==> config.mk <==
export PLATFORM = sky130hd
export DESIGN_NAME = ifu
export DESIGN_NICKNAME = d
export VERILOG_FILES = /design/src/rtl/ifu.sv
export SDC_FILE = /design/constraint.sdc
export NUM_CORES = 1
export LEC_CHECK = 0
export ABC_CLOCK_PERIOD_IN_PS = 8620
export CAP_MARGIN = 40
export CELL_PAD_IN_SITES_DETAIL_PLACEMENT = 0
export CELL_PAD_IN_SITES_GLOBAL_PLACEMENT = 1
export CORE_UTILIZATION = 43
export DETAILED_ROUTE_END_ITERATION = 8
export GPL_ROUTABILITY_DRIVEN = 1
export PLACE_DENSITY_LB_ADDON = 0.1
export SLEW_MARGIN = 20
export SYNTH_ARGS = -nofsm -noshare
export SYNTH_HDL_FRONTEND = slang
export SYNTH_SLANG_ARGS = --single-unit
==> constraint.sdc <==
create_clock -name clk -period 8.62 [get_ports clk]
set_input_delay 1.293 -clock clk [delete_from_list [all_inputs] [get_ports clk]]
set_output_delay 1.293 -clock clk [all_outputs]
set_load 0.03 [all_outputs]
==> src/rtl/ifu.sv <==
// Instruction fetch unit: issues in-order word reads to instruction SRAM,
// buffers returned words with their PCs and hands them to decode through a
// valid/ready handshake. A redirect from execute flushes buffered words and
// arranges for every still-outstanding response to be dropped on return.
module ifu #(
   parameter logic [31:0] RESET_PC   = 32'h0000_0000,
   parameter int          FIFO_DEPTH = 2,
   parameter logic [31:0] NOP_INSTR  = 32'h0000_0013
) (
   input  logic        clk,
   input  logic        rst_n,
   output logic        mem_req_o,
   output logic [31:0] mem_addr_o,
   input  logic        mem_gnt_i,
   input  logic        mem_rvalid_i,
   input  logic [31:0] mem_rdata_i,
   input  logic        jump_en_i,
   input  logic [31:0] jump_addr_i,
   input  logic        instr_ready_i,
   output logic        instr_valid_o,
   output logic [31:0] instr_o,
   output logic [31:0] pc_o
);

   localparam int PW = (FIFO_DEPTH > 1) ? $clog2(FIFO_DEPTH) : 1;
   localparam int CW = $clog2(FIFO_DEPTH + 1);
   localparam logic [CW:0] DEPTH_C = (CW + 1)'(FIFO_DEPTH);

   logic [31:0]   fetch_pc;
   logic [CW-1:0] outstanding;
   logic [CW-1:0] drop_cnt;
   logic [CW-1:0] fifo_count;

   logic [31:0]   pend_pc [FIFO_DEPTH];
   logic [PW-1:0] pend_wr;
   logic [PW-1:0] pend_rd;

   logic [31:0]   fifo_pc    [FIFO_DEPTH];
   logic [31:0]   fifo_instr [FIFO_DEPTH];
   logic [PW-1:0] fifo_wr;
   logic [PW-1:0] fifo_rd;

   logic [CW:0]   in_use;
   logic          grant;
   logic          fifo_push;
   logic          fifo_pop;

   // Request credit, handshake events and the decode-facing view of the FIFO head
   always_comb begin
      in_use        = {1'b0, outstanding} + {1'b0, fifo_count};
      mem_req_o     = rst_n && !jump_en_i && (in_use < DEPTH_C);
      mem_addr_o    = fetch_pc;
      grant         = mem_req_o && mem_gnt_i;
      fifo_push     = mem_rvalid_i && (drop_cnt == '0);
      instr_valid_o = (fifo_count != '0);
      fifo_pop      = instr_valid_o && instr_ready_i;
      instr_o       = NOP_INSTR;
      pc_o          = 32'h0;
      if (instr_valid_o) begin
         instr_o = fifo_instr[fifo_rd];
         pc_o    = fifo_pc[fifo_rd];
      end
   end

   // Fetch PC: redirect wins, otherwise advance by one word per grant
   always_ff @(posedge clk) begin
      if (!rst_n) begin
         fetch_pc <= RESET_PC;
      end else if (jump_en_i) begin
         fetch_pc <= jump_addr_i & 32'hFFFF_FFFC;
      end else if (grant) begin
         fetch_pc <= fetch_pc + 32'd4;
      end
   end

   // Outstanding-read tracking and count of responses that belong to flushed fetches
   always_ff @(posedge clk) begin
      if (!rst_n) begin
         outstanding <= '0;
         drop_cnt    <= '0;
      end else begin
         outstanding <= outstanding + CW'(grant) - CW'(mem_rvalid_i);
         if (jump_en_i) begin
            drop_cnt <= outstanding - CW'(mem_rvalid_i);
         end else if (mem_rvalid_i && (drop_cnt != '0)) begin
            drop_cnt <= drop_cnt - 1'b1;
         end
      end
   end

   // Pending-PC queue: remembers each granted address until its response returns
   always_ff @(posedge clk) begin
      if (!rst_n) begin
         pend_wr <= '0;
         pend_rd <= '0;
      end else begin
         if (grant) begin
            pend_pc[pend_wr] <= fetch_pc;
            pend_wr          <= pend_wr + 1'b1;
         end
         if (mem_rvalid_i) begin
            pend_rd <= pend_rd + 1'b1;
         end
      end
   end

   // Instruction FIFO pointers and occupancy; a redirect empties it outright
   always_ff @(posedge clk) begin
      if (!rst_n) begin
         fifo_wr    <= '0;
         fifo_rd    <= '0;
         fifo_count <= '0;
      end else if (jump_en_i) begin
         fifo_wr    <= '0;
         fifo_rd    <= '0;
         fifo_count <= '0;
      end else begin
         if (fifo_push) begin
            fifo_wr <= fifo_wr + 1'b1;
         end
         if (fifo_pop) begin
            fifo_rd <= fifo_rd + 1'b1;
         end
         fifo_count <= fifo_count + CW'(fifo_push) - CW'(fifo_pop);
      end
   end

   // Instruction FIFO storage: the word is tagged with the PC it was fetched from
   always_ff @(posedge clk) begin
      if (fifo_push && !jump_en_i) begin
         fifo_pc[fifo_wr]    <= pend_pc[pend_rd];
         fifo_instr[fifo_wr] <= mem_rdata_i;
      end
   end

endmodule

==> reports/results.tsv <==
metric	value	unit
status	finished clean	
io_buffers	161	
grt_start_max_net_pins	42	
postCtsSetupRepairBufs	0	
drtPass1Iterations	5	
cts-hold-fix-buffers	0	
synthArstFlopShare	0	%
ys.flop_type	edfxtp_1	
maxSlewViolCount	0	
coreArea	0.0211	sq mm
synth_adder_area_share	1.16	%
ys_ff_latch	226	
cts_sinks	226	
dp.cells	1074	
hpwl	12800	um
slew_headroom	49.8	%
cts_buffers	23	
antenna_cells	0	
synth_common_cells	edfxtp_1, nor2_1, mux2i_1	
r2r_setup_slack	5.39	ns
ff_latch_area	0.00637	sq mm
synth_top_family_by_area	multiplexers	
top_layer	met4	
ir_drop	149	uV
r2r-end	pend_pc[0][25]	
synth_area_leaders	edfxtp_1, dfxtp_1, mux2i_1, mux2_2, nor2_1	
place_congestion	0.752	
clk-insertion-delay-late	0.50	ns
drt_iter0_markers	307	
rsz0062_at_grt	no	
instances_no_fill	1115	
wl_met2	9680	um
avgSynthCellArea	14.0	sq um
tns	0	ns
start_util	43.9	%
cts-resized-gates	0	
yosys.area.top_type	edfxtp_1	
hold_viol	0	
endpoint_kind	output port	
synth_top_area_share	59.7	%
p_per_area	216	mW/mm^2
track_usage	18.3	%
start_kind	input port	
grt_pass1_wl	31200	um
synthCells	660	
clk_pin_slew	0.06	ns
clock-skew-final	0.00982	ns
die_y	149	um
synth_compound_area_share	5.15	%
antenna_left	0	
finalCriticalPeriod	4.43	ns
rows	53	
wl_per_cell	18.1	um
first_global_vias	5722	
die_x	149	um
drive_gt1_share	11.2	%
areaGrowthSynthToFinish	29.2	%
setup_viol	0	
synth_warnings	0	
max_cap_violations	0	
nFillCells	1696	
cp_max_fo	40	
finalWirelength	20200	um
ys_types	59	
clock_path_buffers	3	
wl_met3	1210	um
antenna_found_initial	0	
path_class	input port to output port	
drt-vias-per-instance	5.16	
r2r_start	fifo_count[0]	
synthSimpleGateAreaFrac	9.96	%
grt.overflow.total	0	
cp-endpoint	mem_req_o	
met1_length	8900	um
yosysMostFrequentCell	edfxtp_1	
cts-root-buf	clkbuf_16	
multiInputGateArea	0.00271	sq mm
finalNetCount	902	
critPathRequiredTime	7.33	ns
tightest_slew	0.752	ns
ys_seq_area_share	68.8	%
muxShareOfSynthArea	10.8	%
synth_xor_area_share	1.80	%
dieArea	0.0221	sq mm
worst-r2r-cell-count	8	
period_share	51.4	%
synth_edf_count	184	
total_leakage_power	3.94	nW
num_vias	5755	
io_pins	168	
synth_area	0.00925	sq mm
hp-class	flop to flop	
htree_levels	1	
cts_tree	built	
drc	0	
cp.arrival	3.14	ns
startpoint	jump_en_i	
clock.fmax	226	MHz
-- final cells by class --
type	instances	area share, %
Sequential cell	226	53.3
Multi-Input combinational cell	387	22.7
Timing Repair Buffer	174	14.5
Clock buffer	30	5.28
Tap cell	275	2.88
Clock inverter	11	1.08
Inverter	12	0.377
-- registers in the layout (all words and copies together) (netlist names), named ones only --
name	flops
fifo_instr	64
fifo_pc	60
pend_pc	60
mem_addr_o	30
drop_cnt	2
fifo_count	2
outstanding	2
fifo_rd	1
fifo_wr	1
pend_rd	1
pend_wr	1
-- layer usage --
metal,up-vias,GRT usage [%]
met5,-,0
met1,2779,24.1
met3,26,3.62
met4,0,5.93
met2,170,30.4
li1,2780,-
-- how the worst min path moves through the flow --
stage / slack (ns) / cells past startpoint / start / to
after floorplan: 0.48 / 2 / pend_rd / flop
after global placement: 0.49 / 2 / pend_rd / flop
after detailed placement: 0.50 / 2 / fifo_rd / flop
after CTS: 0.52 / 2 / fifo_rd / flop
after global routing: 0.54 / 2 / fifo_rd / fifo_rd
final: 0.52 / 2 / fifo_rd / fifo_rd
-- stage by stage --
step	instance area, sq um	utilization (%)	power (mW)	worst slack (ns)	hold WS (ns)
finish	12000	56.7	2.58	4.19	0.521
global route	12000	56.7	2.67	4.09	0.544
CTS	12000	56.7	2.61	4.19	0.523
detailed placement	11200	53.1	1.61	4.20	0.504
global placement	11200	52.9	1.60	4.20	0.491
floorplan	9270	-	1.47	1.76	0.480
-- cell families after synthesis --
kind of cell,after synthesis
AND/OR/NAND/NOR,192
multiplexers,96
adder cells (fa/ha/maj),8
other,1
XOR/XNOR,19
AO/OA/AOI/OAI,68
flip-flops,226
buffers and inverters,50
-- power breakdown --
group	total, mW	switching [mW]	internal (mW)	leakage, nW
registers	1.27	0.0331	1.23	2.03
clock network	0.997	0.393	0.604	0.373
logic	0.317	0.179	0.139	1.54
-- placed cells by master (no fill, tap or decap), types with 10 or more instances in the layout --
cell / synthesis / layout
xnor2_1: 16 / 16
inv_1: 10 / 10
mux2_2: 33 / 33
nand3_1: 11 / 11
clkbuf_16: 0 / 23
mux2i_1: 63 / 63
edfxtp_1: 184 / 184
dfxtp_1: 42 / 41
nor3_1: 12 / 11
nor2_1: 77 / 75
o21ai_0: 10 / 10
clkdlybuf4s50_1: 0 / 161
buf_4: 4 / 12
nand2_1: 43 / 43
-- critical path, stage by stage --
cell and delay (ns):
clkdlybuf4s50_1 0.39, buf_4 0.28, nor4b_4 0.42, clkdlybuf4s50_1 0.74
Note: power is estimated with default switching activity, not from simulation.
